==> src/rtl/tmds_pkg.sv <==
// Shared constants and helpers for the TMDS lane encoder.
// Mode codes, fixed symbols, the TERC4 table and a popcount.
package tmds_pkg;

  localparam logic [2:0] MODE_CTRL    = 3'd0;
  localparam logic [2:0] MODE_VIDEO   = 3'd1;
  localparam logic [2:0] MODE_VGUARD  = 3'd2;
  localparam logic [2:0] MODE_DISLAND = 3'd3;
  localparam logic [2:0] MODE_DGUARD  = 3'd4;

  localparam logic [9:0] CTRL_SYM_00 = 10'b1101010100;
  localparam logic [9:0] CTRL_SYM_01 = 10'b0010101011;
  localparam logic [9:0] CTRL_SYM_10 = 10'b0101010100;
  localparam logic [9:0] CTRL_SYM_11 = 10'b1010101011;

  localparam logic [9:0] GUARD_EVEN = 10'b1011001100;
  localparam logic [9:0] GUARD_ODD  = 10'b0100110011;

  // Control pair {c1,c0} to its fixed symbol.
  function automatic logic [9:0] ctrl_sym(input logic [1:0] c);
    logic [9:0] s;
    case (c)
      2'b00:   s = CTRL_SYM_00;
      2'b01:   s = CTRL_SYM_01;
      2'b10:   s = CTRL_SYM_10;
      default: s = CTRL_SYM_11;
    endcase
    return s;
  endfunction

  // TERC4 nibble to 10-bit data-island symbol.
  function automatic logic [9:0] terc4_sym(input logic [3:0] n);
    logic [9:0] s;
    case (n)
      4'h0:    s = 10'b1010011100;
      4'h1:    s = 10'b1001100011;
      4'h2:    s = 10'b1011100100;
      4'h3:    s = 10'b1011100010;
      4'h4:    s = 10'b0101110001;
      4'h5:    s = 10'b0100011110;
      4'h6:    s = 10'b0110001110;
      4'h7:    s = 10'b0100111100;
      4'h8:    s = 10'b1011001100;
      4'h9:    s = 10'b0100111001;
      4'hA:    s = 10'b0110011100;
      4'hB:    s = 10'b1011000110;
      4'hC:    s = 10'b1010001110;
      4'hD:    s = 10'b1001110001;
      4'hE:    s = 10'b0101100011;
      default: s = 10'b1011000011;
    endcase
    return s;
  endfunction

  // Number of ones in a byte.
  function automatic logic [3:0] popcnt8(input logic [7:0] d);
    logic [3:0] c;
    c = 4'd0;
    for (int i = 0; i < 8; i++) begin
      c = c + {3'd0, d[i]};
    end
    return c;
  endfunction

endpackage

==> src/rtl/tmds_lane.sv <==
// Single-lane 2-stage TMDS encoder.
// Stage 1 builds q_m; stage 2 balances and muxes by period mode.
module tmds_lane
  import tmds_pkg::*;
#(
  parameter int LANE_IDX = 0
) (
  input  logic       I_clk,
  input  logic       I_rst,
  input  logic       I_ce,
  input  logic [2:0] I_mode,
  input  logic [7:0] I_data,
  input  logic [1:0] I_ctrl,
  input  logic [3:0] I_terc4,
  output logic [9:0] O_tmds
);

  localparam logic [9:0] LANE_GUARD =
    (LANE_IDX % 2 == 1) ? GUARD_ODD : GUARD_EVEN;

  logic [3:0] w_n1d;
  logic       w_xnor;
  logic [8:0] w_qm;
  logic [3:0] w_n1q;

  logic [8:0] r_qm;
  logic [3:0] r_n1;
  logic [3:0] r_n0;
  logic [2:0] r_mode1;
  logic [1:0] r_ctrl1;
  logic [3:0] r_terc41;

  logic [9:0] r_out;
  logic [4:0] r_cnt;

  logic [9:0] w_out;
  logic [5:0] w_cnt_nxt;
  logic [5:0] w_cnt6;
  logic [5:0] w_diff;
  logic       w_q8;

  // Stage-1 transition minimisation: pick XOR or XNOR chaining.
  always_comb begin
    w_n1d  = popcnt8(I_data);
    w_xnor = (w_n1d > 4'd4) ||
             ((w_n1d == 4'd4) && !I_data[0]);
    w_qm    = '0;
    w_qm[0] = I_data[0];
    for (int i = 1; i < 8; i++) begin
      w_qm[i] = w_xnor ? ~(w_qm[i-1] ^ I_data[i])
                       :  (w_qm[i-1] ^ I_data[i]);
    end
    w_qm[8] = ~w_xnor;
    w_n1q   = popcnt8(w_qm[7:0]);
  end

  // Stage-1 register: q_m, its counts and the side-band inputs.
  always_ff @(posedge I_clk or posedge I_rst) begin
    if (I_rst) begin
      r_qm     <= '0;
      r_n1     <= '0;
      r_n0     <= '0;
      r_mode1  <= MODE_CTRL;
      r_ctrl1  <= 2'b00;
      r_terc41 <= '0;
    end else if (I_ce) begin
      r_qm     <= w_qm;
      r_n1     <= w_n1q;
      r_n0     <= 4'd8 - w_n1q;
      r_mode1  <= I_mode;
      r_ctrl1  <= I_ctrl;
      r_terc41 <= I_terc4;
    end
  end

  // Stage-2 DC balance and per-mode symbol selection.
  always_comb begin
    w_out     = CTRL_SYM_00;
    w_cnt_nxt = '0;
    w_cnt6    = {r_cnt[4], r_cnt};
    w_diff    = {2'b00, r_n1} - {2'b00, r_n0};
    w_q8      = r_qm[8];
    unique case (1'b1)
      (r_mode1 == MODE_VIDEO): begin
        if ((r_cnt == 5'd0) || (r_n1 == r_n0)) begin
          w_out = {~w_q8, w_q8,
                   w_q8 ? r_qm[7:0] : ~r_qm[7:0]};
          w_cnt_nxt = w_q8 ? (w_cnt6 + w_diff)
                           : (w_cnt6 - w_diff);
        end else if ((!r_cnt[4] && (r_n1 > r_n0)) ||
                     ( r_cnt[4] && (r_n0 > r_n1))) begin
          w_out     = {1'b1, w_q8, ~r_qm[7:0]};
          w_cnt_nxt = w_cnt6 + (w_q8 ? 6'd2 : 6'd0)
                      - w_diff;
        end else begin
          w_out     = {1'b0, w_q8, r_qm[7:0]};
          w_cnt_nxt = w_cnt6 + w_diff
                      - (w_q8 ? 6'd0 : 6'd2);
        end
      end
      (r_mode1 == MODE_VGUARD): begin
        w_out = LANE_GUARD;
      end
      (r_mode1 == MODE_DISLAND): begin
        w_out = terc4_sym(r_terc41);
      end
      (r_mode1 == MODE_DGUARD): begin
        w_out = (LANE_IDX == 0)
              ? terc4_sym({2'b11, r_ctrl1})
              : GUARD_ODD;
      end
      default: begin
        w_out = ctrl_sym(r_ctrl1);
      end
    endcase
  end

  // Stage-2 register: output symbol and running disparity.
  always_ff @(posedge I_clk or posedge I_rst) begin
    if (I_rst) begin
      r_out <= CTRL_SYM_00;
      r_cnt <= '0;
    end else if (I_ce) begin
      r_out <= w_out;
      r_cnt <= w_cnt_nxt[4:0];
    end
  end

  assign O_tmds = r_out;

endmodule

==> src/rtl/tmds_lane_encoder.sv <==
// Multi-lane TMDS encoder top.
// One independent tmds_lane per channel, sharing only the mode.
module tmds_lane_encoder
  import tmds_pkg::*;
#(
  parameter int CHANNELS = 3
) (
  input  logic                    I_clk,
  input  logic                    I_rst,
  input  logic                    I_ce,
  input  logic [2:0]              I_mode,
  input  logic [8*CHANNELS-1:0]   I_data,
  input  logic [2*CHANNELS-1:0]   I_ctrl,
  input  logic [4*CHANNELS-1:0]   I_terc4,
  output logic [10*CHANNELS-1:0]  O_tmds
);

  for (genvar g = 0; g < CHANNELS; g++) begin : g_lane
    tmds_lane #(
      .LANE_IDX (g)
    ) u_lane (
      .I_clk   (I_clk),
      .I_rst   (I_rst),
      .I_ce    (I_ce),
      .I_mode  (I_mode),
      .I_data  (I_data[8*g +: 8]),
      .I_ctrl  (I_ctrl[2*g +: 2]),
      .I_terc4 (I_terc4[4*g +: 4]),
      .O_tmds  (O_tmds[10*g +: 10])
    );
  end

endmodule

==> config.mk <==
export PLATFORM = sky130hd
export DESIGN_NAME = tmds_lane_encoder
export DESIGN_NICKNAME = d
export VERILOG_FILES = /design/src/rtl/tmds_pkg.sv /design/src/rtl/tmds_lane.sv /design/src/rtl/tmds_lane_encoder.sv
export SDC_FILE = /design/constraint.sdc
export NUM_CORES = 1
export LEC_CHECK = 0
export CAP_MARGIN = 40
export CORE_MARGIN = 8
export CORE_UTILIZATION = 45
export DETAILED_ROUTE_END_ITERATION = 10
export MAX_ROUTING_LAYER = met4
export PLACE_DENSITY = 0.73
export SLEW_MARGIN = 0
export SYNTH_ARGS = -nofsm -noshare
export SYNTH_HDL_FRONTEND = slang
export SYNTH_HIERARCHICAL = 1
export SYNTH_SLANG_ARGS = --single-unit
==> constraint.sdc <==
create_clock -name I_clk -period 3.5 [get_ports I_clk]
set_clock_uncertainty 0.15 [all_clocks]
set_input_delay 0.7 -clock I_clk [delete_from_list [all_inputs] [get_ports I_clk]]
set_output_delay 0.7 -clock I_clk [all_outputs]
set_load 0.02 [all_outputs]
==> impl_metrics.py, run 1 <==
metrics = {
    "logic_synthesis": {
        "ys_seq_area_frac": 0.2851,
        "netlist_top_cells_count": "inv_1 (145), ha_1 (105), dfrtp_1 (102)",
        "synth-main-ff-cell": "dfrtp_1",
        "synth_area_leaders": "dfrtp_1 (25%), ha_1 (13%), fa_1 (7.0%)",
        "synth.net_count": 1341,
        "yosysUniqueCellTypes": 61,
        "synth_top_area_cell": "dfrtp_1",
        "syn_inst": 1152,
        "ys_ff_latch": 117,
        "syn-cell-area_um2": 10340,
        "async_reset_ff_frac": 1.000,
        "synth_top_area_frac": 0.2469,
        "synth_edf_count": 0,
        "yosysMostFrequentCell": "inv_1",
        "ys_warn_count": 6,
        "syn_avg_cell_area_um2": 8.972,
    },
    "detailed_routing": {
        "vias_per_cell": 5.277,
        "wire_per_inst_um": 15.75,
        "via_count": 8527,
        "drc": 0,
        "ant_nets": 0,
        "dr.pass1.iters": 7,
        "initialDrtViolationCount": 462,
        "routed_wl_um": 25460,
    },
    "floorplanning": {
        "io_pins": 78,
        "rows": 55,
        "fp.dieH_um": 167.6,
        "die_x_um": 167.6,
        "dieArea_um2": 28070,
        "start_util": 0.4579,
        "coreArea_um2": 22570,
    },
    "critical_path": {
        "cp-start-kind": "primary input",
        "regToRegStartpoint": "g_lane[2].u_lane/r_n1[2]",
        "critPathKind": "primary input to register",
        "critPathCaptureType": "register",
        "crit_required_ps": 3700,
        "cpMaxStageDelayCell": "fa_1",
        "worstPathMaxFanout": 3,
        "crit_path_start": "I_data[9]",
        "cp.arrival_ps": 6670,
        "slowest_delay_ps": 560,
        "cp_cell_sequence": "buf_8, inv_4, fa_1, fa_1, fa_1, inv_1, ha_2, fa_1, nor3b_4, o21ai_2, a21oi_4, xor2_2, fa_1, fa_1, inv_2, fa_2, ha_4, inv_2, fa_2, nor3b_4, xnor2_1, a21oi_1, a21oi_1",
        "crit_top_cell": "fa_1",
    },
    "placement": {
        "routabilityCongestion": 0.8846,
        "dpl.hpwl_um": 18420,
        "io_buffer_count": 77,
    },
    "finish": {
        "fin_nets": 1506,
        "fill_cells": 1882,
        "synthToLayoutAreaGrowth_pct": 29.06,
        "drive_gt1_frac": 0.2278,
    },
    "run_status": {
        "violations": "setup timing",
        "status": "finished, violations left",
    },
    "timing": {
        "finalHoldViolations": 0,
        "fin_tns_setup_ps": -55290,
        "layout_min_cycle_time_ps": 6471,
        "setup_violations": 33,
        "max_slew_margin": 0.4809,
        "max_freq_mhz": 154.5,
        "grt_setup_unrepaired": "yes",
        "tightest_slew_ps": 774.8,
        "period_share": 1.849,
        "final_max_slew_viol_count": 0,
        "layout_setup_ws_ps": -2971,
    },
    "global_routing": {
        "grt_util_all_layers": 0.1855,
        "first_global_vias": 8523,
        "grt_pass1_wl_um": 42030,
        "antenna_found_initial": 1,
        "overflow": 0,
        "grt_max_degree": 59,
    },
    "clock_network": {
        "clk_pin_slew_ps": 50,
        "cts_buffers": 17,
        "worstSkewPairLatency_ps": 430,
        "cts_hold_buf": 0,
        "cts.sinks": 117,
        "cts_buffer_depth": 2,
        "cts_root_buffer": "clkbuf_16",
        "tritoncts": "done",
        "ctsHtreeMaxLevel": 4,
    },
    "hold_path": {
        "min_path_type": "register to register",
        "min_from": "g_lane[0].u_lane/O_tmds[9]",
    },
    "run": {
        "maxCapViolations": 0,
    },
}
[stage by stage]
stage | std cells | instance area [um2] | util | setup slack [ps] | hold slack (ps)
2_1_floorplan | 1152 | 10510 | - | -2982 | 327.1
3_3_place_gp | 1561 | 12170 | 0.5390 | -3774 | 316.9
3_5_place_dp | 1561 | 12170 | 0.5390 | -3970 | 320.8
4_1_cts | 1607 | 13030 | 0.5772 | -3085 | 331.9
5_1_grt | 1616 | 13340 | 0.5910 | -3170 | 342.1
6_report | 1616 | 13340 | 0.5910 | -2971 | 332.2
[final cells by class]
cell class,instances,area [um2],area share
inverters,145,581.8,0.04361
clock inverters,9,57.56,0.004314
diodes,1,2.502,0.0001876
multi-input cells,844,7189,0.5389
repair buffers,192,1738,0.1303
well taps,285,356.6,0.02673
clock buffers,23,467.9,0.03508
flip-flops and latches,117,2947,0.2209
[registers in the layout, summed over array words and instances (netlist names)]
| register | cells |
|---|---|
| g_lane.u_lane/r_n0 | 9 |
| g_lane.u_lane/r_cnt | 15 |
| g_lane.u_lane/r_n1 | 9 |
| g_lane.u_lane/r_ctrl1 | 6 |
| g_lane.u_lane/r_terc41 | 12 |
| g_lane.u_lane/r_mode1 | 9 |
| g_lane.u_lane/r_qm | 27 |
| g_lane.u_lane/O_tmds | 30 |
[cell usage in the layout (no fill, tap or decap), drive strengths merged, types with 3 or more instances in the layout]
cell           count
a21oi             86
clkbuf            23
dfrtp            102
a221oi             9
nor4               3
mux2i             28
a21o               8
buf              125
ha               105
and3               4
nor3              17
a21boi             4
nand2b            16
nor4bb             3
xor2              24
clkinv             7
a41oi              3
nor2             100
mux2              36
o21ai             69
o22ai             19
a211oi            26
inv              145
dfstp             15
nor3b             10
nor2b             18
o211ai             9
nand2             74
nand3              3
nand3b             3
or4                7
and2               4
fa                36
a2bb2oi            5
xnor2             78
o22a               3
clkdlybuf4s50     67
a31oi              8
[critical path: cells and delay by family]
family	cells	cell delay, ps
AO/OA/AOI/OAI	4	550
XOR/XNOR	2	330
adder cells (fa/ha/maj)	10	4370
buffers and inverters	5	220
AND/OR/NAND/NOR	2	470
[final timing paths]
check / end / slack [ps] / cells after the start
min in group asynchronous: g_lane[2].u_lane/O_tmds[7] / 650 / 3
hold / removal: g_lane[0].u_lane/O_tmds[9] / 330 / 2
setup / recovery: g_lane[1].u_lane/r_n0[3] / -2970 / 23
setup reg to reg: g_lane[2].u_lane/r_cnt[4] / 140 / 12
hold reg to reg: g_lane[0].u_lane/O_tmds[9] / 330 / 2
max in group asynchronous: g_lane[0].u_lane/O_tmds[2] / 2050 / 3
[routing by layer]
layer	vias to the layer above	wire length [um]	part of all wire	GRT usage
met1	4128	11670	0.46	0.2340
met2	134	12830	0.50	0.3042
li1	4241	-	-	-
met4	0	308	0.012	0.05512
met3	24	648	0.025	0.02892
met5	-	0	0	-
[cells by family (layout without fill, tap and decap cells)]
group	Yosys count	in the layout	share of synthesized area
mux	64	64	0.06634
fa+ha+maj	141	141	0.1968
xor+xnor	104	104	0.09975
simple gates	266	266	0.1202
compound gates	269	269	0.1622
buf+inv	191	369	0.06960
other cells	0	1	0
flops	117	117	0.2851
[timing repair]
action                     CTS  global route
gates cloned                 0             0
setup endpoints to repair   33            36
buffers inserted            20            22
gates resized for setup     94            57
pin swaps                   49            49
Power of run 1 is not shown: default switching activity piles up to over one toggle a cycle in this logic, so the estimate is an artifact.
==> inputs of run 2 (changes only) <==
--- a/config.mk
+++ b/config.mk
@@ -8,9 +8,11 @@
 export CAP_MARGIN = 40
 export CORE_MARGIN = 8
 export CORE_UTILIZATION = 45
+export CTS_BUF_LIST = sky130_fd_sc_hd__clkbuf_8
 export DETAILED_ROUTE_END_ITERATION = 10
 export MAX_ROUTING_LAYER = met4
 export PLACE_DENSITY = 0.73
+export SETUP_SLACK_MARGIN = 0.5
 export SLEW_MARGIN = 0
 export SYNTH_ARGS = -nofsm -noshare
 export SYNTH_HDL_FRONTEND = slang
==> run 2 against run 1 <==
Compared with the run above:
- the flow still finishes with violations (setup timing)
- final cell count grew 0.50%
- routed wire length rose by 1.5%
- critical path depth did not move
- clock-buffer cell count shrank 4
- maximum frequency decreased by 0.57%
- worst hold slack improved by 7.6 ps
- non-clock buffer count is 9 higher
- first-iteration DRC count grew 2.6%
- setup slack got worse by 37 ps
- sequential share of layout area fell by 0.17 points
- global-route usage is 0.56 points higher
==> impl_metrics.py, run 2 (synthesis gave the netlist of run 1 again) <==
metrics = {
    "timing": {
        "finalHoldViolations": 0,
        "period_share": 1.859,
        "hold_ws_ps": 339.8,
        "final_max_slew_viol_count": 0,
        "max_freq_mhz": 153.7,
        "layout_min_cycle_time_ps": 6508,
        "grt_setup_unrepaired": "yes",
        "setup_violations": 33,
        "tightest_slew_ps": 771.8,
        "max_slew_margin": 0.4849,
        "layout_setup_ws_ps": -3008,
    },
    "placement": {
        "io_buffer_count": 77,
        "routabilityCongestion": 0.8965,
        "dpl.hpwl_um": 18960,
        "placed_cell_area_um2": 12280,
    },
    "floorplanning": {
        "die_x_um": 167.6,
        "coreArea_um2": 22570,
        "rows": 55,
        "fp.dieH_um": 167.6,
        "start_util": 0.4579,
        "dieArea_um2": 28070,
        "io_pins": 78,
    },
    "critical_path": {
        "cp.arrival_ps": 6720,
        "cp-start-kind": "primary input",
        "r2r_slack_ps": 280,
        "worst_r2r_path_depth": 16,
        "cpMaxStageDelayCell": "fa_1",
        "regToRegStartpoint": "g_lane[1].u_lane/r_n1[1]",
        "crit_required_ps": 3720,
        "worstPathMaxFanout": 3,
        "critPathTopFamily": "adder cells",
        "critPathCaptureType": "register",
        "cp_cell_sequence": "buf_8, inv_4, fa_1, fa_1, fa_1, inv_2, ha_4, fa_1, nor3b_2, o21ai_2, a21oi_4, xor2_2, fa_1, fa_1, inv_1, fa_1, ha_2, inv_2, fa_2, buf_4, nor4bb_1, a21oi_1, a21oi_1",
        "slowest_delay_ps": 560,
        "cp_num_buf_inv": 6,
        "r2r_end": "g_lane[1].u_lane/r_cnt[4]",
        "crit_top_cell": "fa_1",
        "critPathKind": "primary input to register",
    },
    "global_routing": {
        "first_global_vias": 9058,
        "grt_pass1_wl_um": 43440,
        "grt_max_degree": 50,
        "antenna_found_initial": 0,
        "overflow": 0,
        "grt_util_all_layers": 0.1911,
    },
    "hold_path": {
        "min_from": "g_lane[0].u_lane/O_tmds[9]",
        "whs_path_depth": 2,
        "min_path_type": "register to register",
        "hold_path_end": "g_lane[0].u_lane/O_tmds[9]",
    },
    "finish": {
        "drive_gt1_frac": 0.2562,
        "fin_nets": 1515,
        "final_common_cell": "inv_1",
        "multi_input_area_um2": 7348,
        "antennaDiodeCount": 0,
        "final_cell_mix": "inv_1 (124), dfrtp_1 (101), buf_4 (101)",
        "fin_util": 0.5957,
        "fill_cells": 1871,
        "final_area_um2": 13450,
        "ff_latch_area_um2": 2948,
        "largest_register_ffs": 30,
        "synthToLayoutAreaGrowth_pct": 30.09,
    },
    "detailed_routing": {
        "wire_per_inst_um": 15.91,
        "ant_nets": 0,
        "routed_wl_um": 25840,
        "dr.pass1.iters": 5,
        "initialDrtViolationCount": 474,
        "drc": 0,
        "via_count": 8702,
        "vias_per_cell": 5.358,
    },
    "clock_network": {
        "cts_root_buffer": "clkbuf_8",
        "cts_hold_buf": 0,
        "ctsHtreeMaxLevel": 4,
        "worstSkewPairLatency_ps": 460,
        "cts_buffer_depth": 2,
        "tritoncts": "done",
        "cts.sinks": 117,
        "cts_buffers": 17,
        "clk_pin_slew_ps": 80,
    },
    "run_status": {
        "violations": "setup timing",
        "status": "finished, violations left",
    },
    "run": {
        "maxCapViolations": 0,
    },
}
-- run 2: cell types whose count changed in the layout (fill, tap and decap cells not counted), moves of 4 or more --
cell | previous run | this run
clkbuf_16 | 17 | 0
inv_2 | 9 | 18
inv_1 | 131 | 124
clkbuf_8 | 2 | 19
ha_4 | 10 | 18
ha_1 | 91 | 82
clkbuf_1 | 4 | 0
buf_4 | 95 | 101
-- run 2: worst max path at each step --
stage,startpoint,endpoint,slack (ps),cells past startpoint
6_report,I_data[9],g_lane[1].u_lane/r_n0[3],-3010,23
5_1_grt,I_data[9],g_lane[1].u_lane/r_n0[3],-3240,23
4_1_cts,I_data[8],g_lane[1].u_lane/r_n0[3],-3060,23
3_5_place_dp,I_data[8],g_lane[1].u_lane/r_n0[3],-4010,23
3_3_place_gp,I_data[0],g_lane[0].u_lane/r_n0[3],-3790,23
2_1_floorplan,I_data[8],g_lane[1].u_lane/r_n0[3],-2980,22
-- run 2: stage by stage --
step | instances | setup slack (ps) | setup TNS (ps)
3_3_place_gp | 1558 | -3792 | -82500
5_1_grt | 1624 | -3243 | -58530
6_report | 1624 | -3008 | -53890
2_1_floorplan | 1152 | -2982 | -55880
3_5_place_dp | 1558 | -4005 | -85840
4_1_cts | 1609 | -3059 | -55640
-- run 2: what timing repair did --
action,CTS,global route
gates cloned,0,0
endpoints found under the setup margin,36,36
gates resized for setup,111,46
setup buffers,19,15
pin swaps,60,38
-- run 2: routing by layer --
metal,share of wire,up-vias,GRT usage,wire length [um]
li1,-,4246,-,-
met1,0.46,4208,0.2360,11790
met2,0.48,205,0.3140,12490
met3,0.039,43,0.03433,1008
met4,0.021,0,0.06172,550
met5,0,-,-,0
-- run 2: worst register-to-register path, cell delays in order (launching register included) --
cell	delay [ps]
dfrtp_2	410
inv_2	50
ha_4	300
nor2_4	40
nor2b_1	100
nor2_1	60
xnor2_1	140
buf_4	140
ha_1	340
inv_1	90
ha_1	190
a21oi_2	120
a21oi_1	80
or4_4	490
a31oi_4	170
xnor2_1	130
o22ai_1	80
-- run 2: final cells by class --
cell class              count  share of cell area
clock buffers              19             0.01945
clock inverters            13            0.009956
inverters                 145             0.04327
repair buffers            201              0.1351
flip-flops and latches    117              0.2192
multi-input cells         844              0.5465
well taps                 285             0.02652
Power of run 2 is left out for the same reason.
